**src/rtl/ifetch_unit.sv**
```systemverilog
// ifetch_unit: instruction fetch FSM with memory handshake, next-PC selection, link and retire counters.
module ifetch_unit #(
    parameter logic [31:0] RESET_PC = 32'h0000_0000
) (
    input  logic        clock,
    input  logic        reset,
    input  logic [31:0] Addr_Result,
    input  logic        Zero,
    input  logic [31:0] Read_data_1,
    input  logic        Branch,
    input  logic        nBranch,
    input  logic        Jmp,
    input  logic        Jal,
    input  logic        Jr,
    input  logic        hold,
    output logic        imem_req,
    output logic [31:0] imem_addr,
    input  logic        imem_ready,
    input  logic        imem_valid,
    input  logic [31:0] imem_rdata,
    output logic [31:0] Instruction,
    output logic        instr_valid,
    output logic [31:0] branch_base_addr,
    output logic [31:0] link_addr,
    output logic [31:0] instr_count
);
    typedef enum logic [1:0] {IDLE, FETCH, WAIT, ISSUE} state_t;
    state_t state, next_state;
    logic [31:0] pc, pc4, target, next_pc;
    logic capture, advance, taken;

    always_comb begin
        pc4     = pc + 32'd4;
        taken   = (Branch && Zero) || (nBranch && !Zero);
        target  = Jr ? Read_data_1 :
                  (Jmp || Jal) ? {pc4[31:28], Instruction[25:0], 2'b00} :
                  taken ? Addr_Result : pc4;
        next_pc = {target[31:2], 2'b00};
        // valid only counts while a request is outstanding or being accepted
        capture = (state == FETCH && imem_ready && imem_valid) || (state == WAIT && imem_valid);
        advance = state == ISSUE && !hold;
    end

    always_ff @(posedge clock) begin
        if (reset)
            state <= IDLE;
        else
            state <= next_state;
    end

    always_comb begin
        next_state = state;
        case (state)
            IDLE:    next_state = FETCH;
            FETCH:   next_state = imem_ready ? (imem_valid ? ISSUE : WAIT) : FETCH;
            WAIT:    next_state = imem_valid ? ISSUE : WAIT;
            default: next_state = hold ? ISSUE : FETCH;
        endcase
    end

    always_comb begin
        imem_req         = state == FETCH;
        imem_addr        = pc;
        instr_valid      = state == ISSUE;
        branch_base_addr = pc4;
    end

    always_ff @(posedge clock) begin
        if (reset) begin
            pc          <= RESET_PC;
            Instruction <= 32'd0;
            link_addr   <= 32'd0;
            instr_count <= 32'd0;
        end else begin
            if (capture)
                Instruction <= imem_rdata;
            if (advance) begin
                pc          <= next_pc;
                instr_count <= instr_count + 32'd1;
                if (Jal)
                    link_addr <= pc4;
            end
        end
    end
endmodule

```
**config.mk**
```make
export PLATFORM = sky130hd
export DESIGN_NAME = ifetch_unit
export DESIGN_NICKNAME = d
export VERILOG_FILES = /design/src/rtl/ifetch_unit.sv
export SDC_FILE = /design/constraint.sdc
export NUM_CORES = 1
export LEC_CHECK = 0
export ABC_AREA = 1
export BUFFER_PORTS_ARGS = -buffer_cell sky130_fd_sc_hd__buf_2
export CAP_MARGIN = 15
export CORE_MARGIN = 2
export CORE_UTILIZATION = 40
export DETAILED_ROUTE_END_ITERATION = 16
export PLACE_DENSITY = 0.77
export SLEW_MARGIN = 20
export SYNTH_ARGS = -nofsm -noshare
export SYNTH_HDL_FRONTEND = slang
export SYNTH_SLANG_ARGS = --single-unit
```
**constraint.sdc**
```tcl
create_clock -name clock -period 4 [get_ports clock]
set_input_delay 0.4 -clock clock [delete_from_list [all_inputs] [get_ports clock]]
set_output_delay 0.4 -clock clock [all_outputs]
set_load 0.01 [all_outputs]
```
==> results of run 1 <==
-- state kept, by name (all words and copies together), names as in the netlist --
| name | cells |
|---|---|
| Instruction | 32 |
| imem_addr | 30 |
| instr_count | 32 |
| link_addr | 30 |
| state | 2 |
-- synthesized netlist by cell type (3+ instances only) --
library cell / instances / area [sq um]
and2_1: 7 / 43.8
a21oi_1: 68 / 340
nand2_2: 5 / 31.3
buf_2: 9 / 45.0
o21bai_1: 23 / 173
o211ai_1: 9 / 67.6
xor2_1: 12 / 105
nor2_1: 209 / 785
xor2_2: 5 / 81.3
dfxtp_1: 126 / 2520
nand3_1: 58 / 290
nand3b_1: 17 / 128
nor2_4: 7 / 78.8
clkbuf_1: 28 / 105
nor3_1: 3 / 15.0
o21ai_0: 85 / 425
nand2_1: 326 / 1220
inv_2: 4 / 15.0
buf_1: 4 / 15.0
buf_4: 9 / 67.6
nor2_2: 7 / 43.8
inv_1: 102 / 383
-- cell families (layout without fill, tap and decap cells) --
family	Yosys count	in the layout	share of synthesized area
and+or+nand+nor	643	643	0.376
other	1	6	0.000527
DFF	126	126	0.355
buffers and inverters	157	402	0.0892
adders and majority gates	2	2	0.00352
xor gates and xnor gates	18	18	0.0274
AOI/OAI and AO/OA	192	192	0.149
-- layer usage --
metal  up-vias  track usage  part of all wire
li1       4070            -                 -
met1      3681        0.338              0.43
met2       356        0.429              0.47
met3        35       0.0666             0.083
met4         0       0.0813             0.019
met5         -            0                 0
-- worst max-delay path: stages, from the launching register on --
cell	delay, ns
dfxtp_1	0.38
nand2_1	0.12
nor2_4	0.50
nand2_2	0.52
inv_2	0.63
o21ai_0	0.17
o21bai_1	0.20
inv_1	0.08
-- power breakdown --
| part | switching (uW) | internal [uW] | leakage (uW) |
|---|---|---|---|
| clock network | 619 | 954 | 0.000279 |
| logic | 207 | 126 | 0.00315 |
| registers | 36.5 | 1290 | 0.00102 |
| total | 862 | 2370 | 0.00445 |
-- cell type report --
| cell class | count | share of cell area |
|---|---|---|
| flip-flops and latches | 126 | 0.277 |
| clock inverters | 12 | 0.0148 |
| inverters | 107 | 0.0441 |
| clock buffers | 20 | 0.0502 |
| repair buffers | 263 | 0.146 |
| multi-input cells | 861 | 0.437 |
| well taps | 225 | 0.0309 |
-- worst paths after layout --
check	slack (ns)	to	startpoint
max	1.32	link_addr[14]	state[0]
min	0.21	imem_addr[5]	Read_data_1[5]
max reg2reg	1.32	link_addr[14]	state[0]
min reg2reg	0.48	link_addr[4]	link_addr[4]
-- metrics by stage --
step                       util  cell area (sq um)
final                     0.525               9100
after global routing      0.525               9100
after CTS                 0.525               9100
after detailed placement  0.490               8510
after global placement    0.490               8510
after floorplan               -               7130
==> impl_results.md, run 1 <==
* Outcome: complete, no violations
* Slew HR at 0.325
* Overall power at 3240 uW
* Total CTS buffers at 17
* Synth Cell Area at between 7000 and 8000 sq um
* CTS tree: yes
* Mapped Avg Cell Area at around 6.2 sq um
* # fillers at 1751
* Asr flop ratio synth at 0
* Pre-CTS setup slack at approximately 1.3 ns
* Gpl congestion at 0.900
* Starting Density at 0.410
* Initial antenna violation count at 0
* Final worst-path cycle share at 0.671
* Slew @ Worst Pin at 1.01 ns
* CP arrival at slightly above 3 ns
* CP Data Required Time at 4.37 ns
* Cell count after synthesis at 1139
* Critical path class: flip-flop to flip-flop
* Fmax at around 370 MHz
* WL final at 25000 um
* FF+latch count, synth at 126
* Drt pass-1 iters at 5
* Clock buffer depth at 2
* Io pins at 269
* Final Hold Vio Count at 0
* Chip width at between 100 and 150 um
* ANT cells at 0
* Core footprint at 17400 sq um
* Clk_lat worst skew at 0.43 ns
* First-pass GRT wire length at 38100 um
* Yosys warning count at 0
* Layout Skew at 0.0147 ns
* Distinct cell type count after synthesis at 36
* Largest net degree at the start of global routing at between 40 and 50
* FF+latch area at ~2500 sq um
* Routed vias at 8142
* Max FO, Critical Path at 37
* GRT Resource Usage Total at 0.262
* Crit. End Element: flip-flop
* RSZ-0062 raised after global routing: no
* Min cycle time layout at 2.68 ns
* Vias in the first global route at ~7200
* Row count at 48
* Worst Setup Start Kind: flip-flop
* Clock sinks at 126
* WHS at 0.210 ns
* Layout cells sized above 1 at 0.235
* Area of the multi-input gates at 3980 sq um
* Die height at roughly 140 um
* Placed Instances at between 1500 and 2000
* Post-synth EDFFs at 0
* R2R cell count at 7
* # setup viols final at 0
* Setup TNS at 0 ns
* Final ANT Viol Nets at 0
* Most common cell after layout, fill and taps aside: nand2_1
* Post-CTS Setup Inserts at 0
* HPWL Detailed at 19000 um
* Non-filler cells, final at 1614
* DRC Markers at 0
* Total congestion overflow at 0
* Vias per cell at a little over 5
* Commonest cells after routing, fill and taps aside: nand2_1 (326), buf_2 (258), nor2_1 (208)
* Clk pin slew, worst setup/hold paths at 0.06 ns
* VDD IR max at approximately 0.00032 V
* Synth Flop Type: dfxtp_1
* Max-cap viol count at 0
* # resized after CTS at 0
* Slew Limit Fails at 0
* PwrDens at between 300 and 400 nW/um^2
* Seq/Total Area, Yosys at 0.355
* Cts hold-fix bufs at 0
* LEAKAGE at between 0.004 and 0.005 uW
* CTS root buffer: clkbuf_16
* I/O Buffers at 258
* Final worst setup slack at 1.32 ns
* Full die area at 18900 sq um
* Routed len/inst at 15.5 um
* Worst Hold Class: primary input to flip-flop
* CTS H-Tree Depth at 4
* Hold Crit Depth at 3
* First DRT Iteration DRCs at 581
* Layout area overhead at 28.0%
* Nets at 1485
Note: power is estimated with default switching activity, not from simulation.
==> inputs of run 2 (changes only) <==
Settings changed: ABC_AREA 1 to 0, PLACE_DENSITY 0.77 to 0.78.
Clock period 4 ns to 2.8 ns, I/O delays scaled along.
==> impl_results.md, run 2 <==
* CP max stage cell: dfxtp_1
* Worst path cell trace: and4_2, nand4_1, nor3_2, xor2_1, buf_2
* Synth top area share at 0.384
* First DRT Iteration DRCs at 605
* Routed vias at 7272
* Fmax at roughly 370 MHz
* CTS tree: yes
* Critical path class: flip-flop to primary output
* Setup crit start: imem_addr[10]
* Biggest regs: Instruction (32), instr_count (32)
* Clk_lat worst skew at approximately 0.42 ns
* Dominant cells by area after synthesis: dfxtp_1 (38%), nand2_1 (7.3%), a21oi_1 (5.2%)
* Cell count after synthesis at between 800 and 900
* Slew HR at 0.430
* Final ANT Viol Nets at 0
* Sw Share at 0.247
* Final Hold Vio Count at 0
* CP Data Required Time at 2.52 ns
* # setup viols final at 0
* Slew Limit Fails at 0
* Mapped Avg Cell Area at 7.76 sq um
* Commonest cells post-synth: nand2_1 (128), dfxtp_1 (126), nor2_1 (88), a21oi_1 (68), clkbuf_1 (50)
* Nets at 1196
* Yosys warning count at 0
* RSZ-0062 raised after global routing: yes
* R2r startpoint: imem_addr[11]
* Worst path max stage delay at 0.49 ns
* Worst Setup Start Kind: flip-flop
* Int Pwr at roughly 3700 uW
* Clock buffer depth at 2
* Vias in the first global route at between 6000 and 7000
* Final worst-path cycle share at 0.962
* HPWL Detailed at roughly 18000 um
* First-pass GRT wire length at 37100 um
* Clock sinks at 126
* Cell with the most instances after synthesis: nand2_1
* Slew @ Worst Pin at ~0.85 ns
* Min cycle time layout at about 2.7 ns
* Vias per cell at 5.51
* Routed len/inst at 18.0 um
* CTS root buffer: clkbuf_16
* Synth Cell Area at 6570 sq um
* CP bufs+invs at 1
* Switching power total at 1210 uW
* Flop pwr share at 0.384
* Hold Path Origin: imem_rdata[6]
* Io pins at 269
* Gpl congestion at 0.950
* LEAKAGE at 0.00393 uW
* Comb pwr share at 0.090
* DRC Markers at 0
* FF+latch count, synth at 126
* PwrDens at 560 nW/um^2
* Clk pin slew, worst setup/hold paths at 0.06 ns
* Asr flop ratio synth at 0
* Pre-CTS setup slack at approximately 0.42 ns
* Post-synth EDFFs at 0
* Max FO, Critical Path at 8
* Final worst setup slack at 0.107 ns
* Delay-heaviest family, CP: simple AND/OR/NAND/NOR gates
* Total congestion overflow at 0
* Most common cell after layout, fill and taps aside: buf_2
* Full die area at 17500 sq um
* Layout cells sized above 1 at 0.316
* Final core occ at 0.549
* Outcome: complete, no violations
* Setup TNS at 0 ns
* Worst Hold Class: primary input to flip-flop
* WHS at 0.0981 ns
* WL final at 23800 um
* Seq/Total Area, Yosys at 0.384
* Die height at roughly 130 um
* Commonest cells after routing, fill and taps aside: buf_2 (257), nand2_1 (128), dfxtp_1 (125)
* Total CTS buffers at 17
* Chip width at between 100 and 150 um
* Drt pass-1 iters at 6
* Largest net degree at the start of global routing at between 60 and 70
* Synth Flop Type: dfxtp_1
* Initial antenna violation count at 4
* Cts hold-fix bufs at 0
* CP arrival at 2.41 ns
* CTS H-Tree Depth at 4
* Starting Density at 0.412
* Distinct cell type count after synthesis at 69
* Layout area overhead at 33.3%
* I/O Buffers at approximately 260
* Area leader, netlist: dfxtp_1
* Crit. End Element: primary output
* Max-cap viol count at 0
* VDD IR max at 0.000408 V
* Core footprint at 15900 sq um
* Layout Skew at 0.00878 ns
* Clk pwr share at 0.526
* GRT Resource Usage Total at 0.268
* Row count at 46
-- run 2: cell families after synthesis --
family | count (synthesis) | synth area share
adder cells (fa/ha/maj) | 2 | 0.00381
flip-flops | 126 | 0.384
multiplexers | 6 | 0.00934
other | 1 | 0.000571
AO/OA/AOI/OAI | 204 | 0.204
AND/OR/NAND/NOR | 378 | 0.280
buffers and inverters | 84 | 0.0577
XOR/XNOR | 45 | 0.0600
-- run 2: area by class of cell --
cell class | instances | area, sq um
fill | 1548 | 7190
timing repair buffer | 282 | 1490
multi-input combinational | 641 | 3710
clock buffer | 17 | 425
inverter | 19 | 71.3
tap | 216 | 270
sequential | 126 | 2520
antenna | 3 | 7.51
clock inverter | 15 | 258
-- run 2: per-stage QoR --
| stage | cell area, sq um | total power (uW) | instances |
|---|---|---|---|
| after floorplan | 6590 | 2150 | 851 |
| after global placement | 8020 | 2340 | 1282 |
| after detailed placement | 8020 | 2350 | 1282 |
| after CTS | 8710 | 4930 | 1314 |
| after global routing | 8750 | 5060 | 1319 |
| final | 8750 | 4900 | 1319 |
-- run 2: repair_timing --
| item | CTS | global route |
|---|---|---|
| endpoints found under the setup margin | 1 | 17 |
| gates cloned | 0 | 0 |
| setup buffers | 0 | 2 |
| resized for setup | 1 | 5 |
| pin swaps | 0 | 2 |
-- run 2: power groups by stage --
stage	sequential (uW)	clock [uW]	combinational, uW
finish	1880	2580	441
global route	1880	2700	481
CTS	1880	2620	436
detailed placement	1920	0	435
global placement	1920	0	429
floorplan	1920	0	228
-- run 2: metal layers --
metal  share of wire  vias to the layer above  track usage
li1                -                     3499            -
met1            0.43                     3319        0.366
met2            0.44                      401        0.409
met3           0.094                       51       0.0565
met4           0.030                        2        0.115
met5         0.00055                        -            0
-- run 2: final timing paths --
path         cells past startpoint  slack, ns              endpoint
max                              5       0.11  branch_base_addr[31]
min                              3        0.1        Instruction[6]
max reg2reg                      5       0.48         imem_addr[23]
min reg2reg                      2       0.45       Instruction[26]
-- run 2: worst reg2reg max path, delay by kind of cell (launching register included) --
| family | cells | cell delay [ns] |
|---|---|---|
| compound gates | 1 | 0.14 |
| flops | 1 | 0.48 |
| simple gates | 4 | 1.63 |
